**config.mk**
```make
export PLATFORM = sky130hd
export DESIGN_NAME = gb_cpu_bus_ctrl_flat
export DESIGN_NICKNAME = d
export VERILOG_FILES = /design/src/rtl/gb_cpu_common_pkg.sv /design/src/rtl/gb_cpu_bus_ctrl_if.sv /design/src/rtl/gb_cpu_bus_addr_sel.sv /design/src/rtl/gb_cpu_bus_ctrl.sv /design/src/flat_wrapper.sv
export SDC_FILE = /design/constraint.sdc
export NUM_CORES = 1
export LEC_CHECK = 0
export ABC_AREA = 0
export CORE_MARGIN = 2
export CORE_UTILIZATION = 37
export DETAILED_ROUTE_END_ITERATION = 6
export PLACE_DENSITY_LB_ADDON = 0.12
export REMOVE_ABC_BUFFERS = 1
export SLEW_MARGIN = 20
export SYNTH_ARGS = -nofsm -noshare
export SYNTH_HDL_FRONTEND = slang
export SYNTH_SLANG_ARGS = --single-unit
```
**constraint.sdc**
```tcl
create_clock -name clk -period 2.4 [get_ports clk]
set_clock_uncertainty 0.15 [all_clocks]
set_input_delay 0.24 -clock clk [delete_from_list [all_inputs] [get_ports clk]]
set_output_delay 0.24 -clock clk [all_outputs]
set_load 0.03 [all_outputs]
```
**src/rtl/gb_cpu_common_pkg.sv**
```systemverilog
// Shared CPU types: register file layout, register-pair accessors and the
// memory-bus sequencer's state and command types.
package gb_cpu_common_pkg;

    // Eight-bit register selectors; the value doubles as the index into regfile_t.
    typedef enum logic [3:0] {
        REG_A     = 4'd0,
        REG_F     = 4'd1,
        REG_B     = 4'd2,
        REG_C     = 4'd3,
        REG_D     = 4'd4,
        REG_E     = 4'd5,
        REG_H     = 4'd6,
        REG_L     = 4'd7,
        REG_SP_H  = 4'd8,
        REG_SP_L  = 4'd9,
        REG_PC_H  = 4'd10,
        REG_PC_L  = 4'd11,
        REG_TMP_H = 4'd12,
        REG_TMP_L = 4'd13,
        REG_IR    = 4'd14,
        REG_IE    = 4'd15
    } regfile_r8_t;

    // Sixteen-bit register pairs usable as an address source.
    typedef enum logic [2:0] {
        REG_AF  = 3'd0,
        REG_BC  = 3'd1,
        REG_DE  = 3'd2,
        REG_HL  = 3'd3,
        REG_SP  = 3'd4,
        REG_PC  = 3'd5,
        REG_TMP = 3'd6
    } regfile_r16_t;

    // Whole register file, one byte per regfile_r8_t entry.
    typedef logic [15:0][7:0] regfile_t;

    // Memory-bus sequencer states; T1..T4 are the four T-cycles of an M-cycle.
    typedef enum logic [2:0] {
        BUS_IDLE = 3'd0,
        BUS_T1   = 3'd1,
        BUS_T2   = 3'd2,
        BUS_T3   = 3'd3,
        BUS_T4   = 3'd4
    } bus_state_t;

    // One bus command as presented by the control unit.
    typedef struct packed {
        logic         write;
        regfile_r16_t addr_sel;
        logic         hi_page;
        regfile_r8_t  dst;
        logic [7:0]   wdata;
    } bus_cmd_t;

    localparam logic [7:0] BUS_HIGH_PAGE = 8'hFF;
    localparam logic [7:0] BUS_OPEN_DATA = 8'hFF;

    // High byte of a register pair.
    function automatic logic [7:0] getRegisterHigh(input regfile_t regs, input regfile_r16_t sel);
        case (sel)
            REG_AF:  return regs[REG_A];
            REG_BC:  return regs[REG_B];
            REG_DE:  return regs[REG_D];
            REG_HL:  return regs[REG_H];
            REG_SP:  return regs[REG_SP_H];
            REG_PC:  return regs[REG_PC_H];
            REG_TMP: return regs[REG_TMP_H];
            default: return 8'h00;
        endcase
    endfunction

    // Low byte of a register pair.
    function automatic logic [7:0] getRegisterLow(input regfile_t regs, input regfile_r16_t sel);
        case (sel)
            REG_AF:  return regs[REG_F];
            REG_BC:  return regs[REG_C];
            REG_DE:  return regs[REG_E];
            REG_HL:  return regs[REG_L];
            REG_SP:  return regs[REG_SP_L];
            REG_PC:  return regs[REG_PC_L];
            REG_TMP: return regs[REG_TMP_L];
            default: return 8'h00;
        endcase
    endfunction

    // Reads may only land in the instruction register or the temporaries.
    function automatic logic is_legal_read_dst(input regfile_r8_t dst);
        return (dst == REG_IR) || (dst == REG_TMP_L) || (dst == REG_TMP_H);
    endfunction

endpackage

```
**src/rtl/gb_cpu_bus_ctrl_if.sv**
```systemverilog
// Command, external memory bus and register-file write-back signals of the
// bus sequencer. Handshake: a command transfers on a clock edge where
// cmd_valid and cmd_ready are both high; cmd_valid may be held across
// cycles and is ignored while cmd_ready is low.
interface gb_cpu_bus_ctrl_if;
    import gb_cpu_common_pkg::*;

    logic         cmd_valid;
    logic         cmd_ready;
    logic         cmd_write;
    regfile_r16_t cmd_addr_sel;
    logic         cmd_hi_page;
    regfile_r8_t  cmd_dst;
    logic [7:0]   cmd_wdata;

    logic [15:0]  mem_addr;
    logic         mem_rd;
    logic         mem_wr;
    logic [7:0]   mem_wdata;
    logic [7:0]   mem_rdata;
    logic         mem_ready;

    regfile_r8_t  data_bus_req;
    logic [7:0]   data_bus_data;
    logic         data_bus_wren;

    logic         done;
    logic         err;

    // Bus sequencer (initiator) view.
    modport master (
        input  cmd_valid, cmd_write, cmd_addr_sel, cmd_hi_page, cmd_dst, cmd_wdata,
        output cmd_ready,
        output mem_addr, mem_rd, mem_wr, mem_wdata,
        input  mem_rdata, mem_ready,
        output data_bus_req, data_bus_data, data_bus_wren,
        output done, err
    );

    // Control unit / memory / register file view.
    modport slave (
        output cmd_valid, cmd_write, cmd_addr_sel, cmd_hi_page, cmd_dst, cmd_wdata,
        input  cmd_ready,
        input  mem_addr, mem_rd, mem_wr, mem_wdata,
        output mem_rdata, mem_ready,
        input  data_bus_req, data_bus_data, data_bus_wren,
        input  done, err
    );

endinterface

```
**src/rtl/gb_cpu_bus_addr_sel.sv**
```systemverilog
// Register-pair to 16-bit address mux; LDH forms replace the high byte
// with the 0xFF page.
module gb_cpu_bus_addr_sel
    import gb_cpu_common_pkg::*;
(
    input  regfile_t     registers,
    input  regfile_r16_t addr_sel,
    input  logic         hi_page,
    output logic [15:0]  addr
);

    // High byte comes from the pair unless the high page is forced.
    always_comb begin
        addr = {getRegisterHigh(registers, addr_sel), getRegisterLow(registers, addr_sel)};
        if (hi_page) begin
            addr = {BUS_HIGH_PAGE, getRegisterLow(registers, addr_sel)};
        end
    end

endmodule

```
**src/rtl/gb_cpu_bus_ctrl.sv**
```systemverilog
// Game Boy CPU memory-bus sequencer: runs one 4-T-cycle read or write per
// accepted command and writes read data back into IR/TMP.
module gb_cpu_bus_ctrl
    import gb_cpu_common_pkg::*;
#(
    parameter int WAIT_LIMIT = 15
) (
    input  logic                 clk,
    input  logic                 reset,
    input  regfile_t             registers,
    gb_cpu_bus_ctrl_if.master    bus,
    output bus_state_t           dbg_state
);

    localparam logic [3:0] WAIT_MAX = 4'(WAIT_LIMIT);

    bus_state_t  state;
    bus_state_t  next_state;
    bus_cmd_t    cmd_in;
    logic [15:0] cmd_addr;
    logic        write_q;
    regfile_r8_t dst_q;
    logic [3:0]  wait_cnt;
    logic        accept;
    logic        timeout;
    logic        completing;

    logic [15:0] mem_addr_d;
    logic [7:0]  mem_wdata_d;
    logic        mem_rd_d;
    logic        mem_wr_d;
    regfile_r8_t data_bus_req_d;
    logic [7:0]  data_bus_data_d;
    logic        data_bus_wren_d;
    logic        done_d;
    logic        err_d;
    logic        cmd_ready_d;

    assign dbg_state = state;

    // Gather the command fields into one record.
    always_comb begin
        cmd_in.write    = bus.cmd_write;
        cmd_in.addr_sel = bus.cmd_addr_sel;
        cmd_in.hi_page  = bus.cmd_hi_page;
        cmd_in.dst      = bus.cmd_dst;
        cmd_in.wdata    = bus.cmd_wdata;
    end

    gb_cpu_bus_addr_sel u_addr_sel (
        .registers (registers),
        .addr_sel  (cmd_in.addr_sel),
        .hi_page   (cmd_in.hi_page),
        .addr      (cmd_addr)
    );

    assign accept     = ((state == BUS_IDLE) || (state == BUS_T4)) && bus.cmd_valid;
    assign timeout    = (state == BUS_T3) && !bus.mem_ready && (wait_cnt == WAIT_MAX);
    assign completing = (state == BUS_T3) && (next_state == BUS_T4);

    // State register.
    always_ff @(posedge clk or negedge reset) begin
        if (!reset) begin
            state <= BUS_IDLE;
        end else begin
            state <= next_state;
        end
    end

    // Next state: fixed T1/T2, T3 stretched by wait states, T4 may chain into T1.
    always_comb begin
        next_state = state;
        case (state)
            BUS_IDLE: if (bus.cmd_valid) next_state = BUS_T1;
            BUS_T1:   next_state = BUS_T2;
            BUS_T2:   next_state = BUS_T3;
            BUS_T3:   if (bus.mem_ready || timeout) next_state = BUS_T4;
            BUS_T4:   next_state = bus.cmd_valid ? BUS_T1 : BUS_IDLE;
            default:  next_state = BUS_IDLE;
        endcase
    end

    // Latch the accepted command and count T3 wait cycles.
    always_ff @(posedge clk or negedge reset) begin
        if (!reset) begin
            write_q  <= 1'b0;
            dst_q    <= REG_IR;
            wait_cnt <= 4'd0;
        end else if (accept) begin
            write_q  <= cmd_in.write;
            dst_q    <= cmd_in.dst;
            wait_cnt <= 4'd0;
        end else if ((state == BUS_T3) && !bus.mem_ready && !timeout) begin
            wait_cnt <= wait_cnt + 4'd1;
        end
    end

    // Output values for the coming cycle, derived from the transition being taken.
    always_comb begin
        mem_addr_d      = bus.mem_addr;
        mem_wdata_d     = bus.mem_wdata;
        mem_rd_d        = 1'b0;
        mem_wr_d        = 1'b0;
        data_bus_req_d  = bus.data_bus_req;
        data_bus_data_d = bus.data_bus_data;
        data_bus_wren_d = 1'b0;
        done_d          = 1'b0;
        err_d           = 1'b0;
        cmd_ready_d     = (next_state == BUS_IDLE) || (next_state == BUS_T4);

        if (accept) begin
            mem_addr_d = cmd_addr;
            if (cmd_in.write) begin
                mem_wdata_d = cmd_in.wdata;
            end
        end

        if ((next_state == BUS_T2) || (next_state == BUS_T3)) begin
            mem_rd_d = !write_q;
            mem_wr_d = write_q;
        end

        if (completing) begin
            done_d = 1'b1;
            err_d  = timeout || (!write_q && !is_legal_read_dst(dst_q));
            if (!write_q) begin
                data_bus_req_d  = dst_q;
                data_bus_data_d = bus.mem_ready ? bus.mem_rdata : BUS_OPEN_DATA;
                data_bus_wren_d = is_legal_read_dst(dst_q);
            end
        end
    end

    // Output registers; reset drops the strobes and write-back immediately.
    always_ff @(posedge clk or negedge reset) begin
        if (!reset) begin
            bus.cmd_ready     <= 1'b1;
            bus.mem_addr      <= 16'h0000;
            bus.mem_wdata     <= 8'h00;
            bus.mem_rd        <= 1'b0;
            bus.mem_wr        <= 1'b0;
            bus.data_bus_req  <= REG_IR;
            bus.data_bus_data <= 8'h00;
            bus.data_bus_wren <= 1'b0;
            bus.done          <= 1'b0;
            bus.err           <= 1'b0;
        end else begin
            bus.cmd_ready     <= cmd_ready_d;
            bus.mem_addr      <= mem_addr_d;
            bus.mem_wdata     <= mem_wdata_d;
            bus.mem_rd        <= mem_rd_d;
            bus.mem_wr        <= mem_wr_d;
            bus.data_bus_req  <= data_bus_req_d;
            bus.data_bus_data <= data_bus_data_d;
            bus.data_bus_wren <= data_bus_wren_d;
            bus.done          <= done_d;
            bus.err           <= err_d;
        end
    end

endmodule

```
**src/flat_wrapper.sv**
```systemverilog
// flat-port wrapper written by rule: the top's interface ports become plain ports
module gb_cpu_bus_ctrl_flat import gb_cpu_common_pkg::*;
#(
    parameter int WAIT_LIMIT = 15
)
  (clk, reset, registers, dbg_state, bus_cmd_valid, bus_cmd_write, bus_cmd_addr_sel, bus_cmd_hi_page, bus_cmd_dst, bus_cmd_wdata, bus_cmd_ready, bus_mem_addr, bus_mem_rd, bus_mem_wr, bus_mem_wdata, bus_mem_rdata, bus_mem_ready, bus_data_bus_req, bus_data_bus_data, bus_data_bus_wren, bus_done, bus_err);
  gb_cpu_bus_ctrl_if bus_i ();
  input  logic clk;
  input  logic reset;
  input  regfile_t registers;
  output bus_state_t dbg_state;
  input wire logic [$bits(bus_i.cmd_valid)-1:0] bus_cmd_valid;
  input wire logic [$bits(bus_i.cmd_write)-1:0] bus_cmd_write;
  input wire logic [$bits(bus_i.cmd_addr_sel)-1:0] bus_cmd_addr_sel;
  input wire logic [$bits(bus_i.cmd_hi_page)-1:0] bus_cmd_hi_page;
  input wire logic [$bits(bus_i.cmd_dst)-1:0] bus_cmd_dst;
  input wire logic [$bits(bus_i.cmd_wdata)-1:0] bus_cmd_wdata;
  output wire logic [$bits(bus_i.cmd_ready)-1:0] bus_cmd_ready;
  output wire logic [$bits(bus_i.mem_addr)-1:0] bus_mem_addr;
  output wire logic [$bits(bus_i.mem_rd)-1:0] bus_mem_rd;
  output wire logic [$bits(bus_i.mem_wr)-1:0] bus_mem_wr;
  output wire logic [$bits(bus_i.mem_wdata)-1:0] bus_mem_wdata;
  input wire logic [$bits(bus_i.mem_rdata)-1:0] bus_mem_rdata;
  input wire logic [$bits(bus_i.mem_ready)-1:0] bus_mem_ready;
  output wire logic [$bits(bus_i.data_bus_req)-1:0] bus_data_bus_req;
  output wire logic [$bits(bus_i.data_bus_data)-1:0] bus_data_bus_data;
  output wire logic [$bits(bus_i.data_bus_wren)-1:0] bus_data_bus_wren;
  output wire logic [$bits(bus_i.done)-1:0] bus_done;
  output wire logic [$bits(bus_i.err)-1:0] bus_err;
  assign bus_i.cmd_valid = bus_cmd_valid;
  assign bus_i.cmd_write = bus_cmd_write;
  assign bus_i.cmd_addr_sel = bus_cmd_addr_sel;
  assign bus_i.cmd_hi_page = bus_cmd_hi_page;
  assign bus_i.cmd_dst = bus_cmd_dst;
  assign bus_i.cmd_wdata = bus_cmd_wdata;
  assign bus_cmd_ready = bus_i.cmd_ready;
  assign bus_mem_addr = bus_i.mem_addr;
  assign bus_mem_rd = bus_i.mem_rd;
  assign bus_mem_wr = bus_i.mem_wr;
  assign bus_mem_wdata = bus_i.mem_wdata;
  assign bus_i.mem_rdata = bus_mem_rdata;
  assign bus_i.mem_ready = bus_mem_ready;
  assign bus_data_bus_req = bus_i.data_bus_req;
  assign bus_data_bus_data = bus_i.data_bus_data;
  assign bus_data_bus_wren = bus_i.data_bus_wren;
  assign bus_done = bus_i.done;
  assign bus_err = bus_i.err;
  gb_cpu_bus_ctrl #(.WAIT_LIMIT(WAIT_LIMIT)) u_core (.clk(clk), .reset(reset), .registers(registers), .bus(bus_i), .dbg_state(dbg_state));
endmodule
```
==> results_dict.tcl, run 1 <==
set metrics [dict create \
    outcome "finished clean" \
    grt_overflow 0 \
    synth_area_leader_cell "dfrtp_1" \
    crit_required_ns 2.45 \
    core_region_area_um2 8180 \
    ant_nets 0 \
    yosysWarnings 0 \
    viasPerCell 5.18 \
    cts-resized-gates 0 \
    dp_hpwl_um 7900 \
    start_util_pct 37.9 \
    slew_headroom_pct 61.4 \
    grt_first_pass_wirelength_um 15300 \
    firstDrtPassIters 5 \
    path_class "flip-flop to flip-flop" \
    critPathArrivalTime_ns 1.97 \
    tns_ns 0 \
    cp_max_fo 7 \
    place_congestion 0.853 \
    die_w_um 95.5 \
    synth_area_um2 3100 \
    power_mw 4.80 \
    drt-total-wl_um 9790 \
    p_leak_nw 2.16 \
    root_buffer "clkbuf_8" \
    cts_sinks 54 \
    die-area_um2 9120 \
    max_stage_delay_ns 0.48 \
    num_io_pins 202 \
    cp-start-kind "flip-flop" \
    ys_async_sr_fraction_pct 100 \
    reg2reg_to "u_core.bus.data_bus_req[0]$_DFFE_PN0P_" \
    critPathCaptureType "flip-flop" \
    avgSynthCellArea_um2 10.4 \
    area_growth_pct 67.7 \
    grt_use_met2_pct 39.3 \
    holdPathEnd "u_core.dst_q[3]$_DFFE_PN1P_" \
    finalSetupViolCount 0 \
    period_needed_ns 1.92 \
    synth-edff-count 0 \
    synth_cell_types 49 \
    synthFlopType "dfrtp_1" \
    port_buffers 185 \
    r2r_slack_ns 0.48 \
    grt_usage_pct 21.9 \
    nets 645 \
    power.density_nw_per_um2 924 \
    hp-start "bus_cmd_dst[3]" \
    hp-class "input port to flip-flop" \
    ir_worst_vdd_mv 0.398 \
    path_cells "ha_1, a31oi_1, nor3_2, mux2_2" \
    ys_seq_elements 54 \
    timing.rr.start "u_core.wait_cnt[0]$_DFFE_PN0P_" \
    drtIter0Drc 98 \
    drive_above_1_share_pct 12.3 \
    slowest_stage "nor3_2" \
    vias 3073 \
    synth_seq_area_share_pct 43.9 \
    cts_max_level 2 \
    fillers 664 \
    fin_util_pct 63.6 \
    grt_antenna_before_repair 0 \
    numCtsBuffers 5 \
    min_period_over_period_pct 80.0 \
    drv_slew 0 \
    cts.path.max_buffers 2 \
    cts_tree "done" \
    grt_max_degree 44 \
    worst-slew-pin-transition_ns 0.577 \
    rows 33 \
    fp.dieH_um 95.5 \
    final_hold_viol_count 0 \
    fmax_ghz 0.521 \
    insertion_delay_ns 0.31 \
    max-cap-violations 0 \
    met1_usage_pct 25.7 \
    use_met3_pct 5.61 \
    ys_top_cells_by_area "dfrtp_1 (38%), mux2i_1 (7.1%), mux2_2 (6.9%)" \
    post_drt_wl_per_cell_um 16.5 \
    drc_errors 0 \
    syn_inst 299 \
    hold_path_depth 3 \
    top_usage_layer "met2" \
    diodes 0 \
    synth_top_cell_area_share_pct 37.9 \
    rsz0062_at_grt "false" \
    worstRegToRegCells 4 \
    clkTransAtPathRegs_ns 0.10 \
    grt_pass1_vias 3144 \
]
==> area by class of cell <==
type	instances	area (um^2)	share of cell area, %
clock buffers	5	68.8	1.32
inverters	5	18.8	0.361
clock inverters	3	48.8	0.939
multi-input cells	219	1590	30.6
flip-flops and latches	54	1360	26.2
well taps	105	131	2.53
repair buffers	202	1980	38.1
==> flip-flops by register name, summed over array words and instances (netlist names), 3 cells and up <==
register,flops
u_core.bus.data_bus_data,8
u_core.bus.data_bus_req,4
u_core.bus.mem_addr,16
u_core.bus.mem_wdata,8
u_core.dbg_state,3
u_core.dst_q,4
u_core.wait_cnt,4
==> routing by layer <==
layer / routed length (um) / share of wire (%) / vias to the layer above
li1: - / - / 1491
met1: 3850 / 39 / 1460
met2: 5080 / 52 / 110
met3: 691 / 7.1 / 12
met4: 171 / 1.7 / 0
met5: 0 / 0 / -
==> where the power goes <==
part	total, mW	switching (mW)	internal (mW)
Clock	0.636	0.317	0.318
Sequential	1.60	0.242	1.36
Combinational	2.57	1.34	1.23
==> cells in the mapped netlist, types with 4 or more instances <==
cell,number
nor2b_1,6
a221o_1,4
o22ai_1,6
nand3_1,8
mux4_2,4
o21ai_0,9
a31oi_1,5
inv_1,5
buf_2,9
nor2_1,14
nand2_1,35
and3_1,7
a21oi_1,11
a211oi_1,7
o22a_1,8
dfstp_2,7
nand2b_1,5
clkbuf_1,4
mux2_2,19
o211ai_1,8
buf_4,5
dfrtp_1,47
mux2i_1,22
==> critical path: cells and delay by family (launching register included) <==
family | cells | cell delay, ns
and+or+nand+nor | 1 | 0.48
DFF | 1 | 0.40
AOI/OAI and AO/OA | 1 | 0.19
muxes | 1 | 0.40
adders and majority gates | 1 | 0.20
==> what timing repair did <==
action | CTS | global route
endpoints found under the hold margin | 18 | 0
setup buffers | 0 | 0
hold buffers | 1 | 0
==> layout by cell type (no fill, tap or decap), types with 7 or more instances in the layout <==
| master | netlist | layout |
|---|---|---|
| clkdlybuf4s50_1 | 0 | 182 |
| dfrtp_1 | 47 | 47 |
| nand2_1 | 35 | 35 |
| mux2i_1 | 22 | 22 |
| mux2_2 | 19 | 19 |
| buf_4 | 5 | 15 |
| nor2_1 | 14 | 14 |
| a21oi_1 | 11 | 11 |
| o21ai_0 | 9 | 9 |
| nand3_1 | 8 | 8 |
| o211ai_1 | 8 | 8 |
| o22a_1 | 8 | 8 |
| and3_1 | 7 | 7 |
| a211oi_1 | 7 | 7 |
| dfstp_2 | 7 | 7 |
==> cell families after synthesis <==
family	count (synthesis)	share of synthesized area (%)
and+or+nand+nor	95	15.6
AOI/OAI and AO/OA	76	17.7
DFF	54	43.9
muxes	46	17.3
buffers and inverters	26	4.84
xor gates and xnor gates	1	0.283
adders and majority gates	1	0.404
==> per-stage QoR <==
stage	hold slack, ns	area [um^2]	cells	worst slack, ns
global route	0.277	5200	593	0.342
global placement	0.120	5070	584	0.327
detailed placement	0.119	5070	584	0.313
floorplan	-0.206	2970	278	0.440
CTS	0.271	5200	593	0.462
finish	0.282	5200	593	0.481
==> worst max path at each step <==
| stage | startpoint | end | slack (ns) | cells after the start |
|---|---|---|---|---|
| 2_1_floorplan | u_core.dbg_state[2]$_DFF_PN0_ | u_core.bus.data_bus_req[0]$_DFFE_PN0P_ | 0.44 | 3 |
| 3_3_place_gp | bus_mem_ready | u_core.bus.data_bus_req[0]$_DFFE_PN0P_ | 0.33 | 4 |
| 3_5_place_dp | bus_cmd_addr_sel[0] | u_core.bus.mem_addr[0]$_DFFE_PN0P_ | 0.31 | 6 |
| 4_1_cts | u_core.bus.data_bus_req[1]$_DFFE_PN1P_ | bus_data_bus_req[1] | 0.46 | 1 |
| 5_1_grt | u_core.wait_cnt[0]$_DFFE_PN0P_ | u_core.bus.data_bus_req[0]$_DFFE_PN0P_ | 0.34 | 4 |
| 6_report | u_core.wait_cnt[0]$_DFFE_PN0P_ | u_core.bus.data_bus_req[0]$_DFFE_PN0P_ | 0.48 | 4 |
(Power assumes the default switching activity.)
==> inputs of run 2 (changes only) <==
==> constraint.sdc (replaced) <==
create_clock -name clk -period 1.9 [get_ports clk]
set_clock_uncertainty 0.15 [all_clocks]
set_input_delay 0.19 -clock clk [delete_from_list [all_inputs] [get_ports clk]]
set_output_delay 0.19 -clock clk [all_outputs]
set_load 0.03 [all_outputs]
==> results_dict.tcl, run 2 (synthesized netlist as in run 1, its figures left out) <==
set metrics [dict create \
    crit_family "buffers and inverters" \
    period_needed_ns 1.85 \
    core_region_area_um2 8180 \
    largest_register_ffs 16 \
    slowest_stage "clkdlybuf4s50_1" \
    drv_slew 0 \
    num_io_pins 202 \
    diodes 0 \
    hp-class "input port to flip-flop" \
    fmax_ghz 0.540 \
    cp-start-kind "flip-flop" \
    cp_max_fo 2 \
    min_period_over_period_pct 97.5 \
    ir_worst_vdd_mv 0.470 \
    drc_errors 0 \
    slew_headroom_pct 66.8 \
    power.density_nw_per_um2 1150 \
    drtIter0Drc 87 \
    cts_max_level 2 \
    vias 3140 \
    grt_antenna_before_repair 0 \
    rsz0062_at_grt "false" \
    fin_util_pct 64.9 \
    die-area_um2 9120 \
    nets 652 \
    drive_above_1_share_pct 13.7 \
    firstDrtPassIters 4 \
    tns_ns 0 \
    drt-total-wl_um 9770 \
    critPathCaptureType "output port" \
    clkTransAtPathRegs_ns 0.10 \
    grt_first_pass_wirelength_um 15200 \
    final_hold_viol_count 0 \
    path_cells "clkdlybuf4s50_1" \
    dp.cells 591 \
    grt_max_degree 33 \
    cp_num_buf_inv 1 \
    cts.path.max_buffers 2 \
    grt_usage_pct 21.5 \
    timing.rr.start "u_core.wait_cnt[0]$_DFFE_PN0P_" \
    area_growth_pct 71.1 \
    root_buffer "clkbuf_8" \
    critPathArrivalTime_ns 1.51 \
    r2r_slack_ns 0.09 \
    grt_overflow 0 \
    outcome "finished clean" \
    hp-start "bus_cmd_dst[1]" \
    reg_top3 "u_core.bus.mem_addr (16), u_core.bus.data_bus_data (8), u_core.bus.mem_wdata (8)" \
    numCtsBuffers 5 \
    cts_tree "done" \
    rows 33 \
    port_buffers 185 \
    final_cells 600 \
    fp.dieH_um 95.5 \
    start_util_pct 37.9 \
    p_leak_nw 2.21 \
    insertion_delay_ns 0.30 \
    dp_hpwl_um 7920 \
    most-common-layout-cells "clkdlybuf4s50_1 (182), dfrtp_1 (47), nand2_1 (35), mux2i_1 (22), mux2_2 (19)" \
    place_congestion 0.880 \
    max-cap-violations 0 \
    max_stage_delay_ns 0.67 \
    grt_pass1_vias 3164 \
    cts_sinks 54 \
    ant_nets 0 \
    viasPerCell 5.23 \
    crit_required_ns 1.56 \
    post_drt_wl_per_cell_um 16.3 \
    power_mw 6.09 \
    top_register "u_core.bus.mem_addr" \
    path_class "flip-flop to output port" \
    finalSetupViolCount 0 \
    final_common_cell "clkdlybuf4s50_1" \
    worst-slew-pin-transition_ns 0.497 \
    crit_start "u_core.bus.data_bus_req[2]$_DFFE_PN1P_" \
    die_w_um 95.5 \
]
[run 2: per-layer routing]
metal | GRT usage [%] | routed length (um) | up-vias
li1 | - | - | 1501
met1 | 26.1 | 3850 | 1499
met2 | 38.9 | 5100 | 130
met3 | 5.38 | 704 | 10
met4 | 3.81 | 113 | 0
met5 | 0 | 0 | -
[run 2: area by class of cell]
class,count,area [um^2]
Clock buffer,5,68.8
Tap cell,105,131
Fill cell,669,2870
Clock inverter,3,47.5
Timing Repair Buffer,209,2080
Inverter,5,18.8
Multi-Input combinational cell,219,1600
Sequential cell,54,1360
[run 2: timing repair]
| action | CTS | global route |
|---|---|---|
| buffers inserted | 0 | 0 |
| hold buffers | 1 | 0 |
| endpoints found under the setup margin | 0 | 2 |
| hold endpoints to repair | 18 | 0 |
| resized for setup | 0 | 1 |
[run 2: final timing paths]
check	to	depth (start not counted)
setup / recovery	bus_data_bus_req[2]	1
setup reg to reg	u_core.wait_cnt[3]$_DFFE_PN0P_	5
hold / removal	u_core.dst_q[1]$_DFFE_PN1P_	3
max in group asynchronous	u_core.bus.data_bus_req[1]$_DFFE_PN1P_	3
min in group asynchronous	u_core.bus.mem_addr[12]$_DFFE_PN0P_	2
hold reg to reg	u_core.dst_q[3]$_DFFE_PN1P_	2
[run 2: where the power goes]
part | internal [mW] | switching, mW
logic | 1.58 | 1.70
clock network | 0.400 | 0.380
registers | 1.71 | 0.308
[run 2: stage by stage]
step                      setup WS (ns)  hold slack (ns)  area [um^2]
after CTS                        0.0342            0.213         5300
after global placement          0.00660           0.0392         5170
after detailed placement        -0.0546           0.0342         5170
final                            0.0480            0.221         5300
after floorplan                 -0.0600           -0.256         2970
after global routing            0.00841            0.231         5300
